===== src/rtl/uart_pkg.sv =====
// uart_pkg: status-word bit positions and transmit sequencer states shared by the UART TX FIFO blocks.
package uart_pkg;
    localparam int ST_FULL      = 0;
    localparam int ST_EMPTY     = 1;
    localparam int ST_OVF       = 2;
    localparam int ST_ACTIVE    = 3;
    localparam int ST_LEVEL_LSB = 16;
    localparam int ST_LEVEL_W   = 9;
    localparam int ST_ARM_CLR   = 3;
    typedef enum logic [1:0] {IDLE, LOAD, WAIT_BUSY, WAIT_DONE} seq_state_t;
endpackage


===== src/rtl/sync_fifo.sv =====
// sync_fifo: byte-wide circular buffer with registered count; full/empty derive from the count.
module sync_fifo #(
    parameter int DEPTH = 16,
    localparam int AW = $clog2(DEPTH)
) (
    input  logic          clk,
    input  logic          rst,
    input  logic          i_push,
    input  logic [7:0]    i_data,
    input  logic          i_pop,
    output logic [7:0]    o_head,
    output logic          o_full,
    output logic          o_empty,
    output logic [AW:0]   o_count
);
    logic [7:0]    r_mem [DEPTH];
    logic [AW-1:0] r_wr_ptr;
    logic [AW-1:0] r_rd_ptr;
    logic [AW:0]   r_count;
    logic          w_push;
    logic          w_pop;

    assign o_full  = r_count == (AW+1)'(DEPTH);
    assign o_empty = r_count == '0;
    assign o_count = r_count;
    assign o_head  = r_mem[r_rd_ptr];
    // a write into a full buffer is dropped even if a pop frees a slot this cycle
    assign w_push  = i_push && !o_full;
    assign w_pop   = i_pop && !o_empty;

    always_ff @(posedge clk) begin
        if (w_push) r_mem[r_wr_ptr] <= i_data;
    end

    always_ff @(posedge clk) begin
        if (rst) begin
            r_wr_ptr <= '0;
            r_rd_ptr <= '0;
            r_count  <= '0;
        end else begin
            r_wr_ptr <= w_push ? r_wr_ptr + AW'(1) : r_wr_ptr;
            r_rd_ptr <= w_pop ? r_rd_ptr + AW'(1) : r_rd_ptr;
            r_count  <= r_count + (AW+1)'(w_push) - (AW+1)'(w_pop);
        end
    end
endmodule


===== src/rtl/uart_tx_fifo.sv =====
// uart_tx_fifo: queues CPU bytes and feeds them to the UART core via load/busy handshake.
// Define UART_TXFIFO_IRQ_EN to enable the transmit-drained interrupt (irq tied low otherwise).
module uart_tx_fifo
    import uart_pkg::*;
#(
    parameter int DEPTH        = 16,
    parameter int BUSY_TIMEOUT = 4
) (
    input  logic        clk,
    input  logic        rst,
    input  logic        wr_en,
    input  logic [7:0]  wr_data,
    input  logic        st_we,
    input  logic [31:0] st_di,
    output logic [31:0] st_do,
    output logic        uart_load,
    output logic [7:0]  uart_data,
    input  logic        uart_busy,
    output logic        irq
);
    localparam int AW = $clog2(DEPTH);

    seq_state_t  r_state;
    seq_state_t  w_next;
    logic [3:0]  r_tmo;
    logic        r_load;
    logic [7:0]  r_data;
    logic        r_ovf;
    logic        w_full;
    logic        w_empty;
    logic [AW:0] w_count;
    logic [7:0]  w_head;
    logic        w_acc;
    logic        w_unused;

    assign w_acc    = wr_en && !w_full;
    assign w_unused = ^st_di;

    // the head is popped the cycle after it was latched into uart_data
    sync_fifo #(.DEPTH(DEPTH)) u_fifo (
        .clk     (clk),
        .rst     (rst),
        .i_push  (wr_en),
        .i_data  (wr_data),
        .i_pop   (r_load),
        .o_head  (w_head),
        .o_full  (w_full),
        .o_empty (w_empty),
        .o_count (w_count)
    );

    always_comb begin
        w_next = r_state;
        case (r_state)
            IDLE:      w_next = (!w_empty && !uart_busy) ? LOAD : IDLE;
            LOAD:      w_next = WAIT_BUSY;
            WAIT_BUSY: w_next = uart_busy ? WAIT_DONE :
                                (r_tmo == 4'(BUSY_TIMEOUT - 1)) ? IDLE : WAIT_BUSY;
            WAIT_DONE: w_next = uart_busy ? WAIT_DONE : IDLE;
            default:   w_next = IDLE;
        endcase
    end

    always_ff @(posedge clk) begin
        if (rst) begin
            r_state <= IDLE;
            r_tmo   <= '0;
            r_load  <= 1'b0;
            r_data  <= '0;
            r_ovf   <= 1'b0;
        end else begin
            r_state <= w_next;
            r_tmo   <= (r_state == WAIT_BUSY) ? r_tmo + 4'd1 : 4'd0;
            r_load  <= r_state == LOAD;
            r_data  <= (r_state == LOAD) ? w_head : r_data;
            r_ovf   <= (wr_en && w_full) || (r_ovf && !(st_we && st_di[ST_OVF]));
        end
    end

    assign uart_load = r_load;
    assign uart_data = r_data;

    always_comb begin
        st_do = '0;
        st_do[ST_FULL] = w_full;
        st_do[ST_EMPTY] = w_empty;
        st_do[ST_OVF] = r_ovf;
        st_do[ST_ACTIVE] = (r_state != IDLE) || !w_empty;
        st_do[ST_LEVEL_LSB +: ST_LEVEL_W] = ST_LEVEL_W'(w_count);
    end

`ifdef UART_TXFIFO_IRQ_EN
    logic r_armed;
    logic r_irq;

    always_ff @(posedge clk) begin
        if (rst) begin
            r_armed <= 1'b0;
            r_irq   <= 1'b0;
        end else begin
            r_armed <= w_acc || (r_armed && !(st_we && st_di[ST_ARM_CLR]));
            r_irq   <= w_empty && (r_state == IDLE) && r_armed;
        end
    end

    assign irq = r_irq;
`else
    logic w_unused_acc;
    assign w_unused_acc = w_acc;
    assign irq = 1'b0;
`endif
endmodule


===== config.mk =====
export PLATFORM = sky130hd
export DESIGN_NAME = uart_tx_fifo
export DESIGN_NICKNAME = d
export VERILOG_FILES = /design/src/rtl/uart_pkg.sv /design/src/rtl/sync_fifo.sv /design/src/rtl/uart_tx_fifo.sv
export SDC_FILE = /design/constraint.sdc
export NUM_CORES = 1
export LEC_CHECK = 0
export CORE_ASPECT_RATIO = 2
export CORE_MARGIN = 1.5
export CORE_UTILIZATION = 49
export CTS_CLUSTER_DIAMETER = 30
export DETAILED_ROUTE_END_ITERATION = 8
export PLACE_DENSITY_LB_ADDON = 0.3
export SETUP_SLACK_MARGIN = 0.5
export SLEW_MARGIN = 15
export SYNTH_ARGS = -nofsm -noshare
export SYNTH_HDL_FRONTEND = slang
export SYNTH_SLANG_ARGS = --single-unit
export TNS_END_PERCENT = 100

===== constraint.sdc =====
create_clock -name clk -period 2.82 [get_ports clk]
set_clock_uncertainty 0.1 [all_clocks]
set_input_delay 0.423 -clock clk [delete_from_list [all_inputs] [get_ports clk]]
set_output_delay 0.423 -clock clk [all_outputs]
set_load 0.005 [all_outputs]

==> impl_metrics.json, run 1 <==
{
  "numCtsBuffers": 17,
  "setup_viol": 0,
  "num_rows": 59,
  "drv_cap": 0,
  "grt_max_degree": 31,
  "fin_cells": 614,
  "drive_gt1_share_pct": 25.1,
  "cts_tree": "yes",
  "cp_common_cell": "ha_4",
  "power_density_nw_per_um2": 790,
  "synth_edf_count": 128,
  "worstPathRequired_ns": 3.07,
  "slew-limit-headroom_pct": 34.8,
  "ios": 87,
  "ys_types": 41,
  "h-tree-depth": 4,
  "hold_path_class": "register to register",
  "num_antenna_cells": 0,
  "dieArea_um2": 13900,
  "reg2reg_to": "u_fifo.o_count[4]",
  "nNetsFinal": 507,
  "critPathTopFamily": "simple AND/OR/NAND/NOR gates",
  "dp.cells": 577,
  "p_int_uw": 4660,
  "synth_ff_type": "edfxtp_1",
  "ys_seq_area_share_pct": 68.5,
  "holdCritStartpoint": "r_tmo[0]",
  "switchingPower_uw": 1450,
  "synth_seq_cells": 157,
  "synth_fa_ha_area_share_pct": 2.63,
  "async_reset_ff_share_pct": 0,
  "cts_hold_buf": 0,
  "critical_path_class": "register to register",
  "cts.clk_slew.worst_paths_ns": 0.06,
  "reg2reg_depth": 13,
  "fp.coreArea_um2": 12900,
  "swShare_pct": 23.7,
  "synth_mux_area_share_pct": 13.7,
  "syn_area_um2": 6460,
  "die_y_um": 165,
  "antenna_left": 0,
  "synth_top_family_by_area": "multiplexers",
  "initial_core_util_pct": 50.0,
  "drv_slew": 0,
  "hold_viol": 0,
  "clock-sinks": 157,
  "place.detailed.hpwl_mm": 8.44,
  "crit_fanout": 2,
  "clk_latency_ns": 0.41,
  "synth-simple-area-share_pct": 5.52,
  "grt_pass1_vias": 3504,
  "holdPathStages": 1,
  "crit_arrival_ns": 2.98,
  "die_width_um": 84.2,
  "multi_input_area_um2": 1860,
  "root_buffer": "clkbuf_16",
  "power.total_uw": 6110,
  "status": "completed",
  "path_buf_inv": 3,
  "slowest_stage": "or4b_4",
  "min_period_over_period_pct": 96.9,
  "grt_usage_pct": 19.1,
  "synth_cells": 386,
  "hold-path-endpoint": "r_tmo[0]",
  "pwr-share-seq_pct": 44.8,
  "antenna_found_initial": 0,
  "critPathLaunchType": "register",
  "crit-reg2reg-launch": "u_fifo.o_count[3]",
  "fillers": 921,
  "io_buffer_count": 31,
  "area_growth_pct": 19.7,
  "pwr-share-comb_pct": 17.1,
  "synth-xor-area-share_pct": 1.49,
  "gp_congestion": 0.778,
  "grt_overflow": 0,
  "min_period_ns": 2.73,
  "yosysWarnings": 0,
  "path_cells": "inv_2 > ha_4 > or4b_4 > nand2_4 > inv_4 > ha_4 > inv_2 > ha_4 > fa_2 > a21oi_2 > nor2_1 > or3_1 > a21oi_1",
  "ir_worst_vdd_mv": 0.641,
  "max_freq_ghz": 0.366,
  "ff2ff_setup_slack_ns": 0.09,
  "avgRoutedWirePerCell_um": 20.1,
  "syn_area_per_cell_um2": 16.7,
  "slowest_delay_ns": 0.47,
  "synth_compound_area_share_pct": 2.71,
  "route.vias.total": 3374,
  "dr.pass1.iters": 4,
  "power_frac_clock_pct": 38.1,
  "end_kind": "register",
  "grt_pass1_wl_mm": 19.1,
  "p_leak_uw": 0.00265,
  "wirelength_mm": 12.3,
  "routed_via_density": 5.50,
  "drtIter0Drc": 204,
  "cts_buffer_depth": 2,
  "route.detailed.drc": 0,
  "layout.area.seq_um2": 4430,
  "rsz0062_at_grt": "true",
  "tightest_slew_ns": 0.975
}
registers in the layout (all words and copies together) (netlist names):
register and count:
u_fifo.r_rd_ptr 4, uart_data 8, r_tmo 4, u_fifo.o_count 5, u_fifo.r_wr_ptr 4, uart_load 1, r_state 2, u_fifo.r_mem 128
r_ovf 1
area by class of cell:
| type | count | area share [%] |
|---|---|---|
| Clock buffer | 20 | 5.91 |
| Clock inverter | 12 | 2.07 |
| Inverter | 11 | 0.566 |
| Multi-Input combinational cell | 196 | 24.1 |
| Sequential cell | 157 | 57.3 |
| Tap cell | 152 | 2.46 |
| Timing Repair Buffer | 66 | 7.62 |
per-stage QoR:
stage          setup slack, ns  util (%)  hold WS (ns)  cell area, um2  setup TNS (ns)
2_1_floorplan          -0.0106         -         0.318            6570         -0.0106
3_3_place_gp          -0.00570      54.2         0.327            7000        -0.00570
3_5_place_dp           -0.0325      54.2         0.347            7000         -0.0325
4_1_cts                 0.0521      59.7         0.362            7710               0
5_1_grt                -0.0524      59.9         0.384            7730         -0.0524
6_report                0.0886      59.9         0.361            7730               0
repair_timing:
| action | in CTS | in global routing |
|---|---|---|
| setup endpoints to repair | 7 | 23 |
| pin swaps | 7 | 2 |
| cloned | 0 | 0 |
| gates resized for setup | 11 | 7 |
| setup buffers | 5 | 0 |
routing by layer:
metal	GRT usage, %	vias to the layer above	part of all wire (%)	wire [um]
met3	5.22	18	3.5	432
met4	6.86	0	2.0	252
met5	0	-	0	0
met2	37.2	97	59	7300
met1	19.0	1719	35	4350
li1	-	1540	-	-
cell usage after synthesis, types with 3 or more instances:
master     instances  area, um2
nor3_1             4       20.0
clkbuf_1           4       15.0
nand2_1            9       33.8
xor2_1             7       61.3
buf_4             29        218
nand2b_1           6       37.5
nand3_1            6       30.0
mux2i_1           17        170
xnor2_1            4       35.0
ha_1              12        150
buf_1              3       11.3
nor2b_1            4       25.0
o21ai_1            7       35.0
and3_1             4       25.0
a21oi_1            6       30.0
dfxtp_1           29        581
nor2_1            30        113
inv_1             11       41.3
buf_2              7       35.0
a2bb2oi_1          7       61.3
edfxtp_1         128       3840
mux4_1             4        105
mux4_2            26        586
cell usage in the layout, fill, tap and decap left out, drive strengths merged, types with 7 or more instances in the layout:
master | Yosys | layout
o21ai | 9 | 9
nor2 | 30 | 30
buf | 41 | 35
ha | 12 | 12
conb | 1 | 24
dfxtp | 29 | 29
clkdlybuf4s50 | 0 | 28
a2bb2oi | 7 | 7
clkbuf | 4 | 20
edfxtp | 128 | 128
mux2i | 17 | 17
mux4 | 30 | 30
xor2 | 7 | 7
inv | 11 | 14
nand2 | 9 | 9
cells by family (layout without fill, tap and decap cells):
group / after synthesis / in the layout
other cells: 1 / 24
xor+xnor: 11 / 11
simple gates: 72 / 72
buf+inv: 56 / 109
fa+ha+maj: 13 / 13
compound gates: 27 / 27
mux: 49 / 49
flops: 157 / 157
power by group through the flow:
stage / Combinational (uW) / Clock (uW) / Sequential [uW]
after CTS: 1050 / 2350 / 2740
after global placement: 912 / 0 / 2780
after floorplan: 631 / 0 / 2750
after global routing: 1150 / 2440 / 2760
final: 1050 / 2320 / 2740
after detailed placement: 942 / 0 / 2780
worst max path at each step:
stage,startpoint,endpoint,slack [ns],depth (start not counted)
final,u_fifo.o_count[3],u_fifo.o_count[4],0.09,13
after global routing,u_fifo.o_count[3],u_fifo.o_count[4],-0.05,13
after CTS,u_fifo.o_count[3],u_fifo.o_count[4],0.05,13
after detailed placement,u_fifo.o_count[2],u_fifo.o_count[4],-0.03,13
after global placement,u_fifo.o_count[2],u_fifo.o_count[4],-0.006,13
after floorplan,u_fifo.o_count[2],u_fifo.o_count[4],-0.01,14
No activity file was read; power rests on OpenSTA's default activity.
==> run 2: changes to the inputs <==
CELL_PAD_IN_SITES_DETAIL_PLACEMENT = 1   (was unset)
CELL_PAD_IN_SITES_GLOBAL_PLACEMENT = 2   (was unset)
CORE_UTILIZATION = 36   (was 49)
==> run 2 against run 1 <==
Against the previous run: global-route usage is 3.3 points lower; register-to-register slack worse by 0.07 ns; final cell count up 11%; non-clock buffer count grew 10; flip-flop and latch count stayed put; sequential power hardly changed; worst setup slack got worse by 0.066 ns; critical path type unchanged.
==> impl_metrics.json, run 2 (synthesis gave the netlist of run 1 again) <==
{
  "clk_latency_ns": 0.42,
  "holdWs_ns": 0.352,
  "tightest_slew_ns": 0.979,
  "antenna_found_initial": 0,
  "cts_tree": "yes",
  "grt_pass1_wl_mm": 21.5,
  "slew-limit-headroom_pct": 34.6,
  "largest_register_ffs": 128,
  "routed_via_density": 4.98,
  "timing.final.ws_setup_ns": 0.0225,
  "critical_path_class": "register to register",
  "root_buffer": "clkbuf_16",
  "grt_usage_pct": 15.8,
  "cts_buffer_depth": 2,
  "grt_pass1_vias": 3738,
  "drv_cap": 0,
  "top_register": "u_fifo.r_mem",
  "cts.clk_slew.worst_paths_ns": 0.06,
  "nNetsFinal": 517,
  "max_freq_ghz": 0.357,
  "p_leak_uw": 0.00266,
  "highest_layer": "met4",
  "num_antenna_cells": 0,
  "drive_gt1_share_pct": 26.3,
  "place.detailed.hpwl_mm": 9.91,
  "worstPathRequired_ns": 3.07,
  "clock-sinks": 157,
  "h-tree-depth": 4,
  "dr_wl_met2_mm": 8.38,
  "antenna_left": 0,
  "most-common-layout-cells": "edfxtp_1, buf_4, nor2_1, clkdlybuf4s50_1",
  "fp.coreArea_um2": 17700,
  "initial_core_util_pct": 36.5,
  "grt_overflow": 0,
  "crit_fanout": 2,
  "slowest_delay_ns": 0.48,
  "path_cells": "inv_2 > ha_4 > or4b_4 > nand2_4 > inv_4 > ha_4 > inv_2 > ha_4 > fa_2 > a21oi_2 > nor2_2 > or3_1 > a21oi_1",
  "place_area_um2": 7150,
  "critPathLaunchType": "register",
  "dr.pass1.iters": 4,
  "area_growth_pct": 20.5,
  "cts_hold_buf": 0,
  "drt-met1-wl_mm": 5.04,
  "ir_worst_vdd_mv": 0.484,
  "power_density_nw_per_um2": 765,
  "route.vias.total": 3409,
  "min_period_over_period_pct": 99.2,
  "setup_viol": 0,
  "grt_max_degree": 27,
  "cp_common_cell": "ha_4",
  "die_width_um": 97.7,
  "num_rows": 69,
  "avgRoutedWirePerCell_um": 20.6,
  "numCtsBuffers": 17,
  "wirelength_mm": 14.1,
  "wl_met3_um": 386,
  "status": "completed",
  "postLayoutCellArea_um2": 7780,
  "hold_viol": 0,
  "slowest_stage": "or4b_4",
  "end_kind": "register",
  "rsz0062_at_grt": "true",
  "dieArea_um2": 18800,
  "drv_slew": 0,
  "min_period_ns": 2.80,
  "crit_arrival_ns": 3.05,
  "io_buffer_count": 31,
  "ios": 87,
  "drtIter0Drc": 133,
  "die_y_um": 192,
  "final_common_cell": "edfxtp_1",
  "route.detailed.drc": 0,
  "dp_slack_ns": -0.108,
  "gp_congestion": 0.753,
  "hold_path_class": "register to register"
}
==> run 2: through the flow <==
step / utilization, % / instances / setup TNS, ns / total power (uW)
global placement: 40.4 / 646 / -0.0659 / 3760
finish: 44.0 / 684 / 0 / 5950
floorplan: - / 409 / -0.0106 / 3380
detailed placement: 40.4 / 646 / -0.108 / 3810
CTS: 43.8 / 682 / 0 / 5950
global route: 44.0 / 684 / -0.0392 / 6190
==> run 2: final timing paths <==
kind,cells past startpoint,startpoint,end,slack (ns)
worst max register to register,13,u_fifo.o_count[2],u_fifo.o_count[4],0.02
worst min-delay path,1,r_tmo[0],r_tmo[0],0.35
worst max-delay path,13,u_fifo.o_count[2],u_fifo.o_count[4],0.02
worst min register to register,1,r_tmo[0],r_tmo[0],0.35
==> run 2: metal layers <==
layer	up-vias	global-route usage [%]
met5	-	0
met4	0	6.26
met3	18	3.26
met2	83	31.4
met1	1752	15.7
li1	1556	-
==> run 2: worst max-delay path, delay by kind of cell (launching register included) <==
kind | cells | cell delay, ns
simple gates | 4 | 0.96
fa+ha+maj | 4 | 0.92
flops | 1 | 0.32
compound gates | 2 | 0.28
buf+inv | 3 | 0.15
==> run 2: repair_timing <==
action                     in CTS  in global routing
gates resized for setup        12                  8
pin swaps                      11                 10
setup endpoints to repair       7                 15
hold endpoints to repair        0                  0
buffers inserted                5                  2
==> run 2: layout make-up <==
cell class / instances / area, um2
Fill cell: 1724 / 9910
Sequential cell: 157 / 4430
Multi-Input combinational cell: 196 / 1850
Timing Repair Buffer: 76 / 667
Clock buffer: 19 / 433
Tap cell: 213 / 267
Clock inverter: 12 / 98.8
Inverter: 11 / 43.8
==> run 2: where the power goes <==
group	total (uW)	internal (uW)	switching (uW)
clock network	2070	1200	867
registers	2720	2640	83.5
logic	1170	640	528
==> run 3: changes to the inputs <==
HOLD_SLACK_MARGIN = 0.15   (was unset)
SETUP_SLACK_MARGIN = 0.02   (was 0.5)
==> run 3 against run 2 <==
Against the previous run: the run now ends with setup timing left; combinational power down 7%; global-route usage down 0.25 points; via count barely moved; non-clock buffer count fell by 5; sequential share of layout area hardly changed; first-iteration DRC count up 26%; register-to-register slack worse by 0.04 ns; worst setup slack worse by 0.036 ns; highest routed layer unchanged.
==> impl_metrics.json, run 3 (synthesis gave the netlist of run 1 again) <==
{
  "clk_latency_ns": 0.41,
  "worstPathRequired_ns": 3.07,
  "hold_path_class": "register to register",
  "crit_arrival_ns": 3.08,
  "num_rows": 69,
  "fillers": 1733,
  "multi_input_area_um2": 1830,
  "setup_viol": 1,
  "drv_cap": 0,
  "status": "finished, violations left",
  "gr-usage-met2_pct": 30.8,
  "cts.clk_slew.worst_paths_ns": 0.06,
  "max_freq_ghz": 0.353,
  "holdCritStartpoint": "r_tmo[0]",
  "ff2ff_setup_slack_ns": -0.01,
  "p_leak_uw": 0.00266,
  "root_buffer": "clkbuf_16",
  "crit-reg2reg-launch": "u_fifo.o_count[2]",
  "power_density_nw_per_um2": 784,
  "tns_ns": -0.0132,
  "hold-path-endpoint": "r_tmo[0]",
  "drv_slew": 0,
  "ios": 87,
  "die_y_um": 192,
  "crit_fanout": 2,
  "holdPathStages": 1,
  "grt_use_met3_pct": 2.93,
  "cts_tree": "yes",
  "fp.coreArea_um2": 17700,
  "avgRoutedWirePerCell_um": 20.3,
  "end_kind": "register",
  "min_period_over_period_pct": 100,
  "antenna_left": 0,
  "place_area_um2": 7110,
  "cts_hold_buf": 0,
  "h-tree-depth": 4,
  "grt_usage_pct": 15.6,
  "num_antenna_cells": 0,
  "drtIter0Drc": 167,
  "layout.area.seq_um2": 4430,
  "routed_via_density": 5.02,
  "initial_core_util_pct": 36.5,
  "holdWs_ns": 0.349,
  "dr.pass1.iters": 4,
  "hold_viol": 0,
  "die_width_um": 97.7,
  "drive_gt1_share_pct": 24.6,
  "grt_overflow": 0,
  "dp.cells": 644,
  "critPathLaunchType": "register",
  "min_period_ns": 2.83,
  "largest_register_ffs": 128,
  "grt_max_degree": 38,
  "failed_checks": "setup timing",
  "nNetsFinal": 512,
  "area_growth_pct": 20.5,
  "dieArea_um2": 18800,
  "wirelength_mm": 13.8,
  "io_buffer_count": 31,
  "antenna_found_initial": 0,
  "grt_pass1_wl_mm": 21.2,
  "timing.final.ws_setup_ns": -0.0132,
  "tightest_slew_ns": 1.00,
  "rsz0062_at_grt": "true",
  "reg2reg_to": "u_fifo.o_count[4]",
  "critical_path_class": "register to register",
  "postLayoutCellArea_um2": 7790,
  "place.detailed.hpwl_mm": 9.53,
  "ir_worst_vdd_mv": 0.481,
  "most-common-layout-cells": "edfxtp_1, buf_4, clkdlybuf4s50_1",
  "fin_cells": 680,
  "cts_buffer_depth": 2,
  "route.detailed.drc": 0,
  "top_register": "u_fifo.r_mem",
  "reg2reg_depth": 13,
  "route.vias.total": 3411,
  "top_usage_layer": "met2",
  "dp_slack_ns": -0.0846,
  "clock-sinks": 157,
  "slew-limit-headroom_pct": 33.0,
  "grt_pass1_vias": 3671,
  "numCtsBuffers": 17,
  "met1_usage_pct": 15.2,
  "final_common_cell": "edfxtp_1",
  "gp_congestion": 0.760
}
run 3: routing by layer:
layer  vias up  share of wire, %
li1       1551                 -
met4         0               2.8
met5         -                 0
met2        87                59
met3        21               2.7
met1      1752                36
run 3: final cells by class:
type / count / area share [%]
timing repair buffer: 71 / 7.99
sequential: 157 / 56.9
clock buffer: 18 / 5.51
inverter: 11 / 0.530
multi-input combinational: 196 / 23.5
tap: 213 / 3.42
clock inverter: 14 / 2.15
run 3: metrics by stage:
stage / total power [uW] / utilization (%)
after floorplan: 3370 / -
after global placement: 3750 / 40.2
after detailed placement: 3780 / 40.2
after CTS: 6140 / 43.9
after global routing: 6370 / 44.0
final: 6100 / 44.0
run 3: power by group:
part	internal [uW]	switching, uW	total, uW
Combinational	592	497	1090
Sequential	2640	85.3	2720
Clock	1390	899	2290
Total	4620	1480	6100
run 3: critical path: stages, from the launching register on:
cell	delay [ns]
dfxtp_2	0.33
inv_2	0.07
ha_4	0.13
or4b_4	0.48
nand2_4	0.08
inv_2	0.04
ha_4	0.25
inv_2	0.04
ha_4	0.16
fa_2	0.40
a21oi_2	0.16
nor2_2	0.05
or3_1	0.36
a21oi_2	0.11
run 3: worst max-delay path by stage:
| stage | from | to | cells past startpoint |
|---|---|---|---|
| 2_1_floorplan | u_fifo.o_count[2] | u_fifo.o_count[4] | 14 |
| 3_3_place_gp | u_fifo.o_count[3] | u_fifo.o_count[4] | 13 |
| 3_5_place_dp | u_fifo.o_count[3] | u_fifo.o_count[4] | 13 |
| 4_1_cts | u_fifo.o_count[3] | u_fifo.o_count[4] | 13 |
| 5_1_grt | u_fifo.o_count[3] | u_fifo.o_count[4] | 13 |
| 6_report | u_fifo.o_count[2] | u_fifo.o_count[4] | 13 |
run 3: repair_timing:
action | CTS | global route
setup buffers | 2 | 2
gates resized for setup | 8 | 2
pin swaps | 7 | 6
setup endpoints to repair | 2 | 1
